`src/rtl/alu_arbiter.sv`:
```
// Round-robin arbiter sharing one 8-bit combinational ALU between NREQ requesters,
// with an owner lock for multi-cycle chains and a registered one-cycle response path.
module alu_arbiter #(
  parameter int unsigned    NREQ     = 3,
  parameter int unsigned    CW       = 4,
  parameter int unsigned    LOCK_MAX = 4,
  parameter logic [CW-1:0]  ALU_OR   = CW'(5)
) (
  input  logic              clk_i,
  input  logic              rst_ni,
  input  logic [NREQ-1:0]   req_valid_i,
  input  logic [NREQ-1:0]   req_lock_i,
  input  logic [NREQ*CW-1:0] req_ctrl_i,
  input  logic [NREQ*8-1:0] req_a_i,
  input  logic [NREQ*8-1:0] req_b_i,
  output logic [NREQ-1:0]   req_ready_o,
  output logic [CW-1:0]     alu_ctrl_o,
  output logic [7:0]        alu_a_o,
  output logic [7:0]        alu_b_o,
  input  logic [7:0]        alu_out_i,
  input  logic              alu_zero_i,
  output logic [NREQ-1:0]   resp_valid_o,
  output logic [7:0]        resp_data_o,
  output logic              resp_zero_o,
  output logic              lock_timeout_o
);

  localparam int unsigned PtrW = (NREQ > 1) ? $clog2(NREQ) : 1;
  localparam int unsigned CntW = $clog2(LOCK_MAX + 1);

  typedef enum logic [0:0] {StArb, StLocked} state_e;

  state_e          state_q, state_d;
  logic [PtrW-1:0] rr_ptr_q, rr_ptr_d;
  logic [PtrW-1:0] owner_q, owner_d;
  logic [CntW-1:0] lock_cnt_q, lock_cnt_d;
  logic            timeout_q, timeout_d;
  logic [NREQ-1:0] resp_valid_q, resp_valid_d;
  logic [7:0]      resp_data_q;
  logic            resp_zero_q;

  logic            gnt_vld;
  logic [PtrW-1:0] gnt_idx;
  logic [NREQ-1:0] gnt_oh;
  logic [PtrW-1:0] gnt_next;
  int unsigned     scan;

  // Winner selection: rotating scan from rr_ptr in ARB, owner only while locked.
  always_comb begin
    gnt_vld = 1'b0;
    gnt_idx = '0;
    scan    = 0;
    unique case (state_q)
      StArb: begin
        for (int unsigned k = 0; k < NREQ; k++) begin
          scan = 32'(rr_ptr_q) + k;
          if (scan >= NREQ) scan = scan - NREQ;
          if (!gnt_vld && req_valid_i[PtrW'(scan)]) begin
            gnt_vld = 1'b1;
            gnt_idx = PtrW'(scan);
          end
        end
      end
      StLocked: begin
        gnt_vld = req_valid_i[owner_q];
        gnt_idx = owner_q;
      end
      default: ;
    endcase
  end

  always_comb begin
    gnt_oh   = gnt_vld ? (NREQ'(1) << gnt_idx) : '0;
    gnt_next = (32'(gnt_idx) == NREQ - 1) ? '0 : gnt_idx + PtrW'(1);
  end

  always_comb begin
    req_ready_o = gnt_oh;
    if (gnt_vld) begin
      alu_ctrl_o = req_ctrl_i[32'(gnt_idx)*CW +: CW];
      alu_a_o    = req_a_i[32'(gnt_idx)*8 +: 8];
      alu_b_o    = req_b_i[32'(gnt_idx)*8 +: 8];
    end else begin
      alu_ctrl_o = ALU_OR;
      alu_a_o    = '0;
      alu_b_o    = '0;
    end
  end

  always_comb begin
    state_d      = state_q;
    owner_d      = owner_q;
    lock_cnt_d   = lock_cnt_q;
    timeout_d    = 1'b0;
    rr_ptr_d     = gnt_vld ? gnt_next : rr_ptr_q;
    resp_valid_d = gnt_oh;
    unique case (state_q)
      StArb: begin
        if (gnt_vld && req_lock_i[gnt_idx]) begin
          state_d    = StLocked;
          owner_d    = gnt_idx;
          lock_cnt_d = CntW'(1);
        end
      end
      StLocked: begin
        lock_cnt_d = lock_cnt_q + CntW'(1);
        if (!req_lock_i[owner_q]) begin
          state_d = StArb;
        end else if (32'(lock_cnt_d) == LOCK_MAX) begin
          // Forced release: the owner's final grant still happens this cycle.
          state_d   = StArb;
          timeout_d = 1'b1;
        end
      end
      default: state_d = StArb;
    endcase
  end

  always_ff @(posedge clk_i or negedge rst_ni) begin
    if (!rst_ni) begin
      state_q      <= StArb;
      rr_ptr_q     <= '0;
      owner_q      <= '0;
      lock_cnt_q   <= '0;
      timeout_q    <= 1'b0;
      resp_valid_q <= '0;
      resp_data_q  <= '0;
      resp_zero_q  <= 1'b0;
    end else begin
      state_q      <= state_d;
      rr_ptr_q     <= rr_ptr_d;
      owner_q      <= owner_d;
      lock_cnt_q   <= lock_cnt_d;
      timeout_q    <= timeout_d;
      resp_valid_q <= resp_valid_d;
      if (gnt_vld) begin
        resp_data_q <= alu_out_i;
        resp_zero_q <= alu_zero_i;
      end
    end
  end

  assign resp_valid_o   = resp_valid_q;
  assign resp_data_o    = resp_data_q;
  assign resp_zero_o    = resp_zero_q;
  assign lock_timeout_o = timeout_q;

endmodule

```
`config.mk`:
```
export PLATFORM = sky130hd
export DESIGN_NAME = alu_arbiter
export DESIGN_NICKNAME = d
export VERILOG_FILES = /design/src/rtl/alu_arbiter.sv
export SDC_FILE = /design/constraint.sdc
export NUM_CORES = 1
export LEC_CHECK = 0
export BUFFER_PORTS_ARGS = -buffer_cell sky130_fd_sc_hd__buf_2
export CAP_MARGIN = 20
export CORE_MARGIN = 8
export CORE_UTILIZATION = 43
export CTS_BUF_LIST = sky130_fd_sc_hd__clkbuf_4
export DETAILED_ROUTE_END_ITERATION = 10
export GPL_ROUTABILITY_DRIVEN = 0
export PLACE_DENSITY = 0.84
export SETUP_SLACK_MARGIN = 0.4
export SYNTH_ARGS = -nofsm -noshare
export SYNTH_HDL_FRONTEND = slang
export SYNTH_SLANG_ARGS = --single-unit
```
`constraint.sdc`:
```
create_clock -name clk_i -period 3.04 [get_ports clk_i]
set_clock_uncertainty 0.15 [all_clocks]
set_input_delay 0.304 -clock clk_i [delete_from_list [all_inputs] [get_ports clk_i]]
set_output_delay 0.304 -clock clk_i [all_outputs]
set_load 0.01 [all_outputs]
```
Yosys cells after proc, flatten, opt, wreduce, memory -nomap -nowiden

Index checks and enable logic that the tools add are counted.

Flip-flop bits (word level): 21
Bits of input ports: 77
Output and inout bits: 36
Logic and storage cells: 79

Add/subtract/negate cells: 7
Magnitude comparators: 8
Equal/unequal tests: 3
Shift operators: 4
Multiplexer cells: 42
Bitwise operators: 1
Reduce and logical (&&, ||, !) cells: 6

Operator list:

| kind                | number |
|---|---|
| $shiftx 24x6->8     | 2 |
| $mux 2              | 10 |
| $mux 1              | 17 |
| $mux 8              | 2 |
| $lt 2x3->1 const B  | 5 |
| $bmux 1 s2          | 6 |
| $shiftx 12x5->4     | 1 |
| $ge 3x2->1 const B  | 2 |
| $mux 3              | 2 |
| $pmux 3 s2          | 1 |
| $sub 2x2->2 const B | 3 |
| $mux 4              | 1 |
| $pmux 1 s2          | 2 |
| $pmux 2 s2          | 1 |
| $add 2x1->3 const B | 1 |
| $add 2x2->3 const B | 1 |
| $add 3x1->3 const B | 1 |
| $eq 3x3->1 const B  | 1 |
| $logic_and 1x1->1   | 3 |
| $shl 1x2->3 const A | 1 |
| $add 2x1->2 const B | 1 |
| $eq 2x2->1 const B  | 1 |
| $ge 2x2->1 const B  | 1 |
| $logic_not 1->1     | 2 |
| other kinds (3)     | 3 |

Logic depth before layout (Yosys ltp)

Gate-level depths: netlist of run 1.

Depth in word-level cells: 20
Mapped depth: 12
Mapped depth without buffers: 8

Worst setup path before layout of run 1

No wires, ideal clock.

Path type: register to output
Start: reg rr_ptr_q[0]
End: out alu_a_o[0]
Arrival: 2204 ps
Required time: 2586 ps
Slack: 382 ps
Stages on the path, launching flop included: 12
Buffers on the path: 3
Cells stage by stage: dfrtp_1 > inv_1 > ha_1 > and3b_1 > o21bai_4 > nor2b_1 > o31a_1 > buf_6 > and3b_1 > buf_6 > buf_6 > o2bb2ai_1

Cells in the longest elaborated chain, start to end: 17
Elaborated cells between the ends (all ways): 36
Those cells by class: add/sub (5); order compare (3); shift (1); mux (23); reduce/logical (4)

RTL lines:

| element                                              | line | RTL |
|---|---|---|
| from (decl)                                          | 34   | `logic [PtrW-1:0] rr_ptr_q, rr_ptr_d;` |
| from (signal assigned)                               | 131  | `rr_ptr_q <= rr_ptr_d;` |
| branches (longest 16 deep; another with $add 2x1->3) | -    |  |
| $mux 8 (*)                                           | 79   | `if (gnt_vld) begin` |
| to (decl)                                            | 18   | `output logic [7:0] alu_a_o,` |

Every way passes the cells marked *. The select of a mux whose other input is x is not followed.

Final worst setup path of run 1

Start: reg rr_ptr_q[0]
End: out alu_b_o[6]

Cells in the longest elaborated chain, start to end: 17
Elaborated cells between the ends (all ways): 36
Those cells by class: add/sub (5); order compare (3); shift (1); mux (23); reduce/logical (4)

RTL lines:

| element                                              | line | RTL |
|---|---|---|
| branches (longest 16 deep; another with $add 2x1->3) | -    |  |
| $mux 8 (*)                                           | 79   |  |
| to (decl)                                            | 19   | `output logic [7:0] alu_b_o,` |

Marked as above.

==> impl_results.rst, run 1 <==
.. list-table::
   :header-rows: 1

   * - Metric
     - Value
   * - Syn_area_per_cell
     - 10.6 um2
   * - Share of synthesized area occupied by flip-flops and latches
     - 0.323
   * - Ys async rst share
     - 1.00
   * - Upper clock frequency limit
     - 311 MHz
   * - Net switching power of the design
     - 0.00177 W
   * - CTS max path bufs
     - 2
   * - Net count after synthesis
     - 236
   * - Failing checks
     - setup timing
   * - Portion of synthesized cell area occupied by the leading cell type
     - 0.323
   * - Number of hold-slack violations in the final timing report
     - 0
   * - Post-synth EDFFs
     - 0
   * - Period Utilization, post-route
     - 1.06
   * - Setup violation total in the final timing report
     - 22
   * - Drt total wl
     - 7.24 mm
   * - Starting density of the core
     - 0.444
   * - Number of clock buffers inserted by TritonCTS
     - 3
   * - Count of distinct cell types in the synthesized netlist
     - 40
   * - Sequential share of power
     - 0.139
   * - Number of DRC violations after detailed-routing iteration 0
     - 111
   * - Clock Root Buffer
     - clkbuf_4
   * - Areal power density over the cells
     - 1420 mW/mm2
   * - Sort of element at the start of the critical path
     - flip-flop
   * - Commonest register cell after synthesis
     - dfrtp_1
   * - Post-DRT Antenna Nets
     - 0
   * - Hold Worst Slack
     - 75.0 ps
   * - Count of antenna diodes in the layout
     - 0
   * - Power Total
     - 0.00388 W
   * - Most frequent cells after synthesis
     - mux2i_1, dfrtp_1, o2bb2ai_1
   * - Avg Vias per Cell
     - 5.60
   * - Vias in the first global route
     - 2,040
   * - Most numerous cell in the Yosys netlist
     - mux2i_1
   * - Total number of vias
     - 1,900
   * - Post-synthesis sequential element count
     - 21
   * - Die boundary width
     - 77.5 um
   * - Cell area after synthesis
     - 0.00163 mm2
   * - Clock tree from TritonCTS
     - built
   * - Pre-Repair DR Iteration Count
     - 4
   * - P_int
     - 0.00211 W
   * - Final worst-path setup slack
     - -175 ps
   * - Max-slew violation count
     - 0
   * - Number of port buffers
     - 112
   * - DR WL/cell
     - 21.4 um
   * - Standard-cell row count
     - 22
   * - Layout overhead on the synthesized area
     - 67.8%
   * - Clock-pin transition on the worst setup and hold timing paths
     - 120 ps
   * - Biggest area contributors in the synthesized netlist
     - dfrtp_1, mux2i_1, o2bb2ai_1
   * - Summed negative setup slack over all endpoints
     - -2780 ps
   * - Tightest Hold Check Type
     - in2reg
   * - Wire length of the first global-routing pass
     - 9.99 mm
   * - Gate power share
     - 0.826
   * - Total Die Area
     - 0.00600 mm2
   * - Number of design rule violations left after detail routing
     - 0
   * - Net count of the finished layout
     - 375
   * - Worst setup startpoint
     - rr_ptr_q[0]
   * - MaxCap Viol Count
     - 0
   * - Global route total overflow
     - 0
   * - Critical setup path kind
     - reg2out
   * - Launch instance of the worst min-delay path
     - alu_out_i[3]
   * - Kind of capture point of the worst setup path
     - output pin
   * - CTS H-tree lvls
     - 1
   * - Clock network fraction of total power
     - 0.035
   * - Die height
     - 77.5 um
   * - Initial antenna violation count
     - 0
   * - Setup repair after global routing missed its margin
     - true
   * - Req. time, crit path
     - 2590 ps
   * - Outcome
     - finished, violations left
   * - Io pins
     - 113
   * - Half-perimeter wire length of the detailed placement result
     - 4.46 mm
   * - Worst-path maximum fanout
     - 7
   * - Clk sinks
     - 21
   * - Critical register-to-register path startpoint
     - rr_ptr_q[0]
   * - Clock latency reported for the late side of the worst-skew pair
     - 300 ps
   * - Layout cell share with drive strength beyond 1
     - 0.656
   * - Number of cells produced by synthesis
     - 153
   * - Switching share of power
     - 0.455
   * - Slew at the pin closest to its max-slew limit
     - 514 ps
   * - P_leak
     - 1.38 nW
   * - Biggest area consumer among synthesized cells
     - dfrtp_1
   * - Overall global routing resource usage
     - 0.201
   * - Peak supply drop
     - 0.789 mV
   * - Largest net degree at the start of global routing
     - 22
   * - Period minus WS final
     - 3210 ps
   * - Critical Path AT
     - 2760 ps
   * - Core region area
     - 0.00366 mm2
   * - Yosys synthesis warning count
     - 0
   * - Worst max-slew margin expressed relative to the limit
     - 0.658
power by group through the flow:
stage                     logic (W)  clock network, W  registers [W]
after floorplan             0.00146                 0       0.000531
after global placement      0.00209                 0       0.000516
after CTS                   0.00276          0.000139       0.000530
after global routing        0.00339          0.000147       0.000555
final                       0.00321          0.000136       0.000539
after detailed placement    0.00213                 0       0.000524
worst max-delay path, stage by stage, from the launching register on:
cell       delay [ps]
dfrtp_2           470
inv_2              70
ha_4              160
and3b_2           210
o21bai_4          190
a221oi_2          290
o31a_1            290
buf_6             160
buf_12            140
mux2i_4           260
o2bb2ai_2          70
buf_2             150
stage by stage:
step | instance area, um2 | std cells | utilization | worst slack, ps
after floorplan | 1640 | 153 | - | 406
after global placement | 2230 | 309 | 0.610 | 150
after detailed placement | 2230 | 309 | 0.610 | 78.1
after CTS | 2570 | 331 | 0.702 | -23.4
after global routing | 2730 | 339 | 0.745 | -280
final | 2730 | 339 | 0.745 | -175
cells by family after synthesis:
group,synth area share
adders and majority gates,0.0462
muxes,0.228
AOI/OAI and AO/OA,0.248
xor gates and xnor gates,0.00539
buffers and inverters,0.0639
DFF,0.323
and+or+nand+nor,0.0855
final timing paths:
check	endpoint	slack, ps	depth (start not counted)
max in group asynchronous	rr_ptr_q[1]	2070	2
min in group asynchronous	resp_data_o[7]	320	2
setup / recovery	alu_b_o[6]	-170	11
setup reg to reg	owner_q[1]	210	10
hold / removal	resp_data_o[3]	80	2
hold reg to reg	resp_data_o[0]	360	1
cell type report:
cell class	instances	area [um2]
clock buffers	3	22.5
inverters	6	22.5
flip-flops and latches	21	528
multi-input cells	118	1180
clock inverters	1	5.00
fillers	249	933
well taps	48	60.1
repair buffers	142	907
layer usage:
layer  share of wire  wire, um  global-route usage  vias up
met3           0.057       415              0.0403       20
met5               0         0                   0        -
met1            0.37      2650               0.217      907
met2            0.54      3940               0.370      110
met4           0.032       234              0.0830        0
li1                -         -                   -      863
registers in the layout, indices dropped and copies added, names as in the netlist:
register and flops:
rr_ptr_q 2, lock_timeout_o 1, lock_cnt_q 3, resp_valid_o 3, state_q 1, resp_zero_o 1
resp_data_o 8, owner_q 2
cells in the final DEF, fill, tap and decap left out, types with 4 or more instances in the layout:
cell / instances
buf_2: 109
dfrtp_1: 19
mux2i_1: 17
buf_4: 17
o2bb2ai_1: 14
buf_6: 11
mux2_2: 9
nand2_1: 5
o21ai_0: 5
mux2i_2: 5
nor2_1: 5
inv_1: 4
nand2b_1: 4
o2bb2ai_2: 4
timing repair:
action | 4_1_cts | 5_1_grt
endpoints found under the setup margin | 26 | 25
pin swaps | 8 | 15
resized for setup | 36 | 18
endpoints found under the hold margin | 21 | 0
hold buffers | 1 | 0
setup buffers | 11 | 6
cloned | 6 | 2
(Power assumes the default switching activity.)
==> run 2, diff against run 1 <==
- RECOVER_POWER: not set -> 50
==> impl_results.rst, run 2 (same netlist as run 1, synthesis figures left out) <==
.. list-table::
   :header-rows: 1

   * - Metric
     - Value
   * - Tightest Hold Check Type
     - in2reg
   * - Post-DRT Antenna Nets
     - 0 (unchanged)
   * - Number of DRC violations after detailed-routing iteration 0
     - 132 (+19%)
   * - R2r setup slk
     - 200 ps (about the same)
   * - CTS H-tree lvls
     - 1 (unchanged)
   * - Wire length of the first global-routing pass
     - 9.99 mm (unchanged)
   * - Setup violation total in the final timing report
     - 22 (unchanged)
   * - Clk sinks
     - 21 (unchanged)
   * - Die boundary width
     - 77.5 um (unchanged)
   * - MaxCap Viol Count
     - 0 (unchanged)
   * - Clock latency reported for the late side of the worst-skew pair
     - 300 ps (about the same)
   * - Total number of vias
     - 1,895 (-0.26%)
   * - Io pins
     - 113 (unchanged)
   * - Number of clock buffers inserted by TritonCTS
     - 3 (unchanged)
   * - Core occupancy in the finished layout
     - 0.743 (-0.00239)
   * - Number of port buffers
     - 112 (unchanged)
   * - P_leak
     - 1.36 nW (-1.7%)
   * - Half-perimeter wire length of the detailed placement result
     - 4.46 mm (unchanged)
   * - Global route total overflow
     - 0 (unchanged)
   * - Worst-path maximum fanout
     - 7 (unchanged)
   * - Standard-cell row count
     - 22 (unchanged)
   * - Setup repair after global routing missed its margin
     - true
   * - Pre-Repair DR Iteration Count
     - 4 (unchanged)
   * - Areal power density over the cells
     - 1430 mW/mm2 (+0.17%)
   * - Period Utilization, post-route
     - 1.06 (+0.00493)
   * - Total Die Area
     - 0.00600 mm2 (unchanged)
   * - Upper clock frequency limit
     - 310 MHz (-0.46%)
   * - Core region area
     - 0.00366 mm2 (unchanged)
   * - Initial antenna violation count
     - 0 (unchanged)
   * - Starting density of the core
     - 0.444 (unchanged)
   * - Filler Cells Inserted
     - 251 (+0.80%)
   * - Outcome
     - finished, violations left
   * - Slew at the pin closest to its max-slew limit
     - 1150 ps (+632 ps)
   * - Critical register-to-register path startpoint
     - rr_ptr_q[0]
   * - Failing checks
     - setup timing
   * - Worst r2r path cells
     - 10 (unchanged)
   * - Overall global routing resource usage
     - 0.201 (unchanged)
   * - Sort of element at the start of the critical path
     - flip-flop
   * - Period minus WS final
     - 3230 ps (+15.0 ps)
   * - Layout cell share with drive strength beyond 1
     - 0.632 (-0.0241)
   * - Critical Path AT
     - 2780 ps (+20 ps)
   * - Worst max-slew margin expressed relative to the limit
     - 0.236 (-0.422)
   * - Layout overhead on the synthesized area
     - 67.3%
   * - Endpoint of the worst register-to-register path
     - owner_q[1]
   * - Peak supply drop
     - 0.782 mV (-0.83%)
   * - Net count of the finished layout
     - 375 (unchanged)
   * - Most common cell after layout, fill and taps aside
     - buf_2
   * - Setup crit end
     - alu_b_o[6]
   * - Avg Vias per Cell
     - 5.59 (-0.26%)
   * - Worst setup startpoint
     - rr_ptr_q[0]
   * - Commonest non-fill, non-tap cells in the layout
     - buf_2, dfrtp_1, mux2i_1, buf_4, o2bb2ai_1
   * - Die height
     - 77.5 um (unchanged)
   * - Critical setup path kind
     - reg2out
   * - Vias in the first global route
     - 2,040 (unchanged)
   * - Number of hold-slack violations in the final timing report
     - 0 (unchanged)
   * - Number of design rule violations left after detail routing
     - 0 (unchanged)
   * - Max-slew violation count
     - 0 (unchanged)
   * - Hold Worst Slack
     - 75.7 ps (+0.610 ps)
   * - CTS max path bufs
     - 2 (unchanged)
   * - Count of antenna diodes in the layout
     - 0 (unchanged)
   * - Clock tree from TritonCTS
     - built
   * - Drt total wl
     - 7.27 mm (+0.43%)
   * - Req. time, crit path
     - 2590 ps (about the same)
   * - Number of flip-flops in the largest register
     - 8 (unchanged)
   * - Kind of capture point of the worst setup path
     - output pin
   * - Final worst-path setup slack
     - -190 ps (-15.0 ps)
   * - DR WL/cell
     - 21.5 um (+0.43%)
   * - Clock Root Buffer
     - clkbuf_4
   * - Largest net degree at the start of global routing
     - 22 (unchanged)
   * - Clock-pin transition on the worst setup and hold timing paths
     - 120 ps (about the same)
==> run 2: changes by cell type in the layout (fill, tap and decap cells not counted) <==
cell,delta
buf_2,-7
clkbuf_1,+7
==> run 2: power by group <==
part	switching, W	internal (W)	total, W
Sequential	0.000127	0.000414	0.000542
Combinational	0.00155	0.00164	0.00320
Clock	0.0000875	0.0000490	0.000136
==> run 2: worst min path at each step <==
stage	startpoint	to	slack, ps	cells after the start
2_1_floorplan	rst_ni	lock_cnt_q[0]	-140	0
3_3_place_gp	rst_ni	resp_data_o[1]	130	1
3_5_place_dp	rst_ni	resp_data_o[0]	130	1
4_1_cts	alu_out_i[3]	resp_data_o[3]	70	2
5_1_grt	alu_out_i[1]	resp_data_o[1]	60	2
6_report	alu_out_i[3]	resp_data_o[3]	80	2
==> run 2: stage by stage <==
| step | area, um2 | TNS [ps] | setup WS [ps] | std cells | total power [W] |
|---|---|---|---|---|---|
| detailed placement | 2230 | 0 | 78.1 | 309 | 0.00265 |
| CTS | 2570 | -51.2 | -23.4 | 331 | 0.00343 |
| floorplan | 1640 | 0 | 406 | 153 | 0.00199 |
| finish | 2720 | -2970 | -190 | 339 | 0.00388 |
| global placement | 2230 | 0 | 150 | 309 | 0.00261 |
| global route | 2720 | -5140 | -280 | 339 | 0.00408 |
==> run 2: layout make-up <==
type                       count  area, um2  area share
multi-input combinational    118       1180       0.435
inverter                       6       22.5     0.00828
clock buffer                   3       22.5     0.00828
sequential                    21        528       0.194
tap                           48       60.1      0.0221
timing repair buffer         142        898       0.330
clock inverter                 1       5.00     0.00184
==> run 2: worst max-delay path, cell delays in order (launching register included) <==
cell,delay [ps]
dfrtp_2,470
inv_2,70
ha_4,160
and3b_2,210
o21bai_4,190
a221oi_2,290
o31a_1,290
buf_6,160
buf_12,140
mux2i_4,250
o2bb2ai_2,80
buf_2,150
==> run 2: metal layers <==
metal  routed length [um]  track usage  vias up
met5                    0            0        -
met4                  228       0.0830        0
met3                  367       0.0403       18
met2                 3950        0.370       89
met1                 2730        0.217      923
li1                     -            -      865
==> run 2: what timing repair did <==
action / 4_1_cts / 5_1_grt
pin swaps: 8 / 15
resized for setup: 36 / 18
gates cloned: 6 / 2
hold endpoints to repair: 21 / 0
hold buffers: 1 / 0
setup buffers: 11 / 6
endpoints found under the setup margin: 26 / 25
